<file path="src/rtl/uart_pkg.sv">
// +----------------------------------------------------------------------+
// | uart_pkg: state encoding and default timing shared by UART TX and RX  |
// | Revision: 1.0                                                        |
// +----------------------------------------------------------------------+
`default_nettype none

package uart_pkg;

  localparam int unsigned DEFAULT_COUNTER_SIZE = 8;
  localparam int unsigned DEFAULT_CLKS_PER_BIT = 217;
  localparam int unsigned DEFAULT_NUM_BITS     = 8;

  typedef enum logic [1:0] {
    IDLE  = 2'b00,
    START = 2'b01,
    DATA  = 2'b10,
    STOP  = 2'b11
  } uart_state_e;

endpackage

`default_nettype wire

</file>
<file path="src/rtl/uart_tx_baud_counter.sv">
// +----------------------------------------------------------------------+
// | baud_counter: per-bit clock counter, wraps every CLKS_PER_BIT cycles  |
// | Revision: 1.0                                                        |
// +----------------------------------------------------------------------+
`default_nettype none

module baud_counter #(
  parameter int unsigned COUNTER_SIZE = 8,
  parameter int unsigned CLKS_PER_BIT = 217
) (
  input  logic                    clock,
  input  logic                    reset,
  input  logic                    clear,
  input  logic                    enable,
  output logic [COUNTER_SIZE-1:0] count,
  output logic                    tick
);

  localparam logic [COUNTER_SIZE-1:0] LAST_COUNT = COUNTER_SIZE'(CLKS_PER_BIT - 1);

  logic [COUNTER_SIZE-1:0] count_q, count_d;

  always_comb begin
    count_d = count_q;
    if (clear) begin
      count_d = '0;
    end else if (enable) begin
      count_d = (count_q == LAST_COUNT) ? '0 : count_q + 1'b1;
    end
  end

  always_ff @(posedge clock or negedge reset) begin
    if (!reset) begin
      count_q <= '0;
    end else begin
      count_q <= count_d;
    end
  end

  assign count = count_q;
  assign tick  = (count_q == LAST_COUNT);

endmodule

`default_nettype wire

</file>
<file path="src/rtl/uart_tx.sv">
// +----------------------------------------------------------------------+
// | uart_tx: 8N1 serial transmitter, one parallel word per handshake      |
// | Revision: 1.0                                                        |
// +----------------------------------------------------------------------+
`default_nettype none

module uart_tx
  import uart_pkg::*;
#(
  parameter int unsigned COUNTER_SIZE          = DEFAULT_COUNTER_SIZE,
  parameter int unsigned CLKS_PER_BIT          = DEFAULT_CLKS_PER_BIT,
  parameter int unsigned NUM_OF_BITS_IN_BUFFER = DEFAULT_NUM_BITS
) (
  input  logic                             clock,
  input  logic                             reset,
  input  logic [NUM_OF_BITS_IN_BUFFER-1:0] data,
  input  logic                             start,
  output logic                             ready,
  output logic                             out,
  output logic                             done
);

  localparam logic [3:0]              LAST_BIT   = 4'(NUM_OF_BITS_IN_BUFFER - 1);
  localparam logic [COUNTER_SIZE-1:0] LAST_COUNT = COUNTER_SIZE'(CLKS_PER_BIT - 1);

  uart_state_e                      state_q, state_d;
  logic [NUM_OF_BITS_IN_BUFFER-1:0] shift_q, shift_d;
  logic [3:0]                       bit_idx_q, bit_idx_d;
  logic                             out_q, out_d;
  logic                             accept;
  logic                             baud_enable;
  logic                             baud_tick;
  logic [COUNTER_SIZE-1:0]          baud_count;

  assign accept      = (state_q == IDLE) && start;
  assign baud_enable = (state_q != IDLE);

  baud_counter #(
    .COUNTER_SIZE (COUNTER_SIZE),
    .CLKS_PER_BIT (CLKS_PER_BIT)
  ) u_baud_counter (
    .clock  (clock),
    .reset  (reset),
    .clear  (accept),
    .enable (baud_enable),
    .count  (baud_count),
    .tick   (baud_tick)
  );

  always_comb begin
    state_d   = state_q;
    shift_d   = shift_q;
    bit_idx_d = bit_idx_q;
    case (state_q)
      IDLE: begin
        if (start) begin
          shift_d   = data;
          bit_idx_d = '0;
          state_d   = START;
        end
      end
      START: begin
        if (baud_tick) state_d = DATA;
      end
      DATA: begin
        if (baud_tick) begin
          shift_d   = shift_q >> 1;
          bit_idx_d = bit_idx_q + 1'b1;
          if (bit_idx_q == LAST_BIT) state_d = STOP;
        end
      end
      STOP: begin
        if (baud_tick) state_d = IDLE;
      end
      default: state_d = IDLE;
    endcase

    // Line level is derived from the next state so the flop leads the FSM by nothing
    case (state_d)
      START:   out_d = 1'b0;
      DATA:    out_d = shift_d[0];
      default: out_d = 1'b1;
    endcase
  end

  always_ff @(posedge clock or negedge reset) begin
    if (!reset) begin
      state_q   <= IDLE;
      shift_q   <= '0;
      bit_idx_q <= '0;
      out_q     <= 1'b1;
    end else begin
      state_q   <= state_d;
      shift_q   <= shift_d;
      bit_idx_q <= bit_idx_d;
      out_q     <= out_d;
    end
  end

  assign out   = out_q;
  assign ready = (state_q == IDLE);
  assign done  = (state_q == STOP) && (baud_count == LAST_COUNT);

endmodule

`default_nettype wire

</file>
<file path="config.mk">
export PLATFORM = sky130hd
export DESIGN_NAME = uart_tx
export DESIGN_NICKNAME = d
export VERILOG_FILES = /design/src/rtl/uart_pkg.sv /design/src/rtl/uart_tx_baud_counter.sv /design/src/rtl/uart_tx.sv
export SDC_FILE = /design/constraint.sdc
export NUM_CORES = 1
export LEC_CHECK = 0
export BUFFER_PORTS_ARGS = -buffer_cell sky130_fd_sc_hd__buf_2
export CAP_MARGIN = 40
export CORE_MARGIN = 2
export CORE_UTILIZATION = 50
export DETAILED_ROUTE_END_ITERATION = 8
export HOLD_SLACK_MARGIN = 0.12
export PLACE_DENSITY = 0.74
export SETUP_SLACK_MARGIN = 0.2
export SLEW_MARGIN = 10
export SYNTH_ARGS = -nofsm -noshare
export SYNTH_HDL_FRONTEND = slang
export SYNTH_SLANG_ARGS = --single-unit
</file>
<file path="constraint.sdc">
create_clock -name clock -period 1.8 [get_ports clock]
set_input_delay 0.09 -clock clock [delete_from_list [all_inputs] [get_ports clock]]
set_output_delay 0.09 -clock clock [all_outputs]
set_load 0.05 [all_outputs]
</file>
==> reports/metrics.yaml <==
critical_path:
  rr_worst_depth: 6
  critPathRequiredTime_ns: 2.04
  criticalPathCategory: "reg2reg"
  crit_end: "out"
  rr_startpoint: "u_baud_counter.count[0]"
  worst_setup_path_end_kind: "flip-flop"
  critPathMaxFanout: 3
  critPathLaunch: "u_baud_counter.count[0]"
  r2r-end: "out"
  r2r_slack_ns: -0.06
  worstSetupStartpointType: "flip-flop"
  crit_arrival_ns: 2.10
global_route:
  overflow: 0
  grt_pass1_vias: 1129
  grt_max_degree: 24
  grt_use_total_pct: 24.94
  grt_pass1_wl_mm: 4.885
  antenna_found_initial: 0
clock_network:
  cts_root_buffer: "clkbuf_4"
  numCtsBuffers: 3
  clk_latency_ns: 0.30
  clock_path_buffers: 2
  cts.sinks: 23
  clk_pin_slew_ns: 0.12
  cts_tree: "yes"
  htree_levels: 1
logic_synthesis:
  syn-cell-area_um2: 1189
  synth_top_area_cell: "dfrtp_1"
  yosys-top-cells-count: "26 x nand2_1, 22 x dfrtp_1, 9 x o21ai_0"
  synthAdderAreaFrac_pct: 3.158
  ys_seq_area_share_pct: 48.53
  muxShareOfSynthArea_pct: 3.474
  synth-edff-count: 0
  synth_compound_area_share_pct: 16.84
  ys.flop_type: "dfrtp_1"
  synth_xor_area_share_pct: 0.7368
  yosysMostFrequentCell: "nand2_1"
  synth_top_family_by_area: "simple AND/OR/NAND/NOR gates"
  ys_types: 38
  synth_async_sr_flop_share_pct: 100.0
  synth_top_cell_area_share_pct: 46.32
  synth.net_count: 142
  ys_warn_count: 0
  ys_top_cells_by_area: "dfrtp_1 46%, nand2_1 8.2%, a22oi_1 4.4%, o21ai_0 3.8%, ha_1 3.2%"
  syn_avg_cell_area_um2: 9.286
  yosys.area_share.simple_pct: 24.32
  ys_seq_elements: 23
  syn_inst: 128
floorplanning:
  die_h_um: 52.76
  start_util_pct: 53.22
  die_width_um: 52.76
  rows: 17
  die_area_um2: 2783
  core_um2: 2233
  ios: 14
finish:
  fin_nets: 181
  syn2layout_area_growth_pct: 38.21
  multi_input_area_um2: 693.2
  drive_above_1_share_pct: 31.33
  fillers: 156
  n_antenna_cell: 0
  register_area_um2: 576.8
hold_path:
  min_path_type: "in2reg"
sta:
  fin_setup_tns_ns: -0.1238
  fin_crit_sh_pct: 103.5
  max_freq_ghz: 0.5366
  slew_viol_final: 0
  fin_ws_ns: -0.06361
  fin_skew_ns: 0.002420
  rsz0062_at_grt: "yes"
  final.min_clock_period_ns: 1.864
  worst_pin_slew_ns: 0.5111
  hold_viol: 0
  setup_viol: 2
  relSlewSlack_pct: 65.93
route:
  ant_nets: 0
  drt_first_pass_iters: 4
  vias: 1116
  first_iter_violations: 29
  vias_per_cell: 5.753
  drcViolationCount: 0
  drt_wl_total_mm: 2.962
  routedWlPerCell_um: 15.27
pwr:
  clkPwrFrac_pct: 16.0
  cellInternalPower_mw: 0.9675
  p_seq_share_pct: 47.0
  cellLeakagePower_nw: 0.7663
  p_comb_share_pct: 37.0
  total_power_mw: 1.484
  ir_drop_mv: 0.7299
  power.density_nw_per_um2: 903.1
  p_sw_share_pct: 34.79
  power.switching_mw: 0.5162
placement:
  port_buffers: 13
  hpwl_mm: 1.866
  gp_congestion: 0.9091
status:
  violations: "setup timing"
  status: "complete, but fails checks"
flow_run:
  drv_cap: 0
## placed cells by master (no fill, tap or decap), types with 3 or more instances in the layout
cell type	Yosys	routed
a22oi_1	7	7
nand3_1	5	5
or3_1	4	4
buf_2	0	12
inv_1	6	4
o21ai_0	9	9
mux2i_1	3	3
buf_6	0	3
dfrtp_1	22	22
a21oi_1	5	4
nor3_1	4	3
clkbuf_4	0	3
nand2_1	26	26
buf_4	0	12
dlygate4sd3_1	0	9
## worst max-delay path, stage by stage, from the launching register on
cell and delay (ns):
dfrtp_1 0.41, inv_2 0.08, ha_4 0.13, or3b_4 0.40, or4_4 0.43, a222oi_1 0.23, mux2i_1 0.11
## stage by stage
stage	instances	utilization (%)	instance area, um2	setup slack, ns	hold WS (ns)
after CTS	193	70.76	1580	-0.08046	0.1427
final	194	73.56	1643	-0.06361	0.1527
after global routing	194	73.56	1643	-0.1379	0.1599
after global placement	179	62.30	1391	0.005822	0.08652
after floorplan	128	-	1206	-0.07278	-0.2056
after detailed placement	179	62.30	1391	-0.04583	0.09124
## timing repair
action,in CTS,in global routing
resized for setup,16,12
hold buffers,9,0
pin swaps,2,2
gates cloned,1,0
setup buffers,0,1
endpoints found under the hold margin,31,0
endpoints found under the setup margin,21,21
## how the worst min path moves through the flow
| stage | start | to | slack [ns] | cells past startpoint |
|---|---|---|---|---|
| 2_1_floorplan | reset | bit_idx_q[0] | -0.21 | 0 |
| 3_5_place_dp | reset | u_baud_counter.count[6] | 0.09 | 1 |
| 3_3_place_gp | reset | u_baud_counter.count[4] | 0.09 | 1 |
| 5_1_grt | start | bit_idx_q[2] | 0.16 | 4 |
| 6_report | start | bit_idx_q[2] | 0.15 | 4 |
| 4_1_cts | start | bit_idx_q[2] | 0.14 | 4 |
## cell type report
cell class / instances / share of cell area (%)
multi-input combinational: 96 / 42.19
sequential: 23 / 35.11
timing repair buffer: 37 / 17.59
tap: 28 / 2.133
clock buffer: 4 / 1.599
inverter: 6 / 1.371
## cell families (layout without fill, tap and decap cells)
family / count (synthesis) / count (layout)
mux: 4 / 4
fa+ha+maj: 3 / 3
flops: 23 / 23
simple gates: 57 / 57
compound gates: 31 / 31
buf+inv: 9 / 47
xor+xnor: 1 / 1
## registers in the layout (all words and copies together), names as in the netlist
| signal | count |
|---|---|
| shift_q | 8 |
| u_baud_counter.count | 8 |
| bit_idx_q | 4 |
| out | 1 |
| state_q | 2 |
## per-layer routing
layer / vias up / wire, um / GRT usage, %
met2: 38 / 1427 / 40.83
met4: 0 / 80 / 13.25
met1: 529 / 1332 / 31.00
li1: 536 / - / -
met5: - / 0 / 0
met3: 13 / 121 / 4.571
## power by group through the flow
| stage | Combinational [mW] | Clock, mW | Sequential, mW |
|---|---|---|---|
| 2_1_floorplan | 0.225 | 0 | 0.708 |
| 3_3_place_gp | 0.408 | 0 | 0.691 |
| 3_5_place_dp | 0.419 | 0 | 0.698 |
| 4_1_cts | 0.489 | 0.242 | 0.691 |
| 5_1_grt | 0.614 | 0.259 | 0.708 |
| 6_report | 0.549 | 0.237 | 0.698 |
Power figures use the tool's default switching activity.
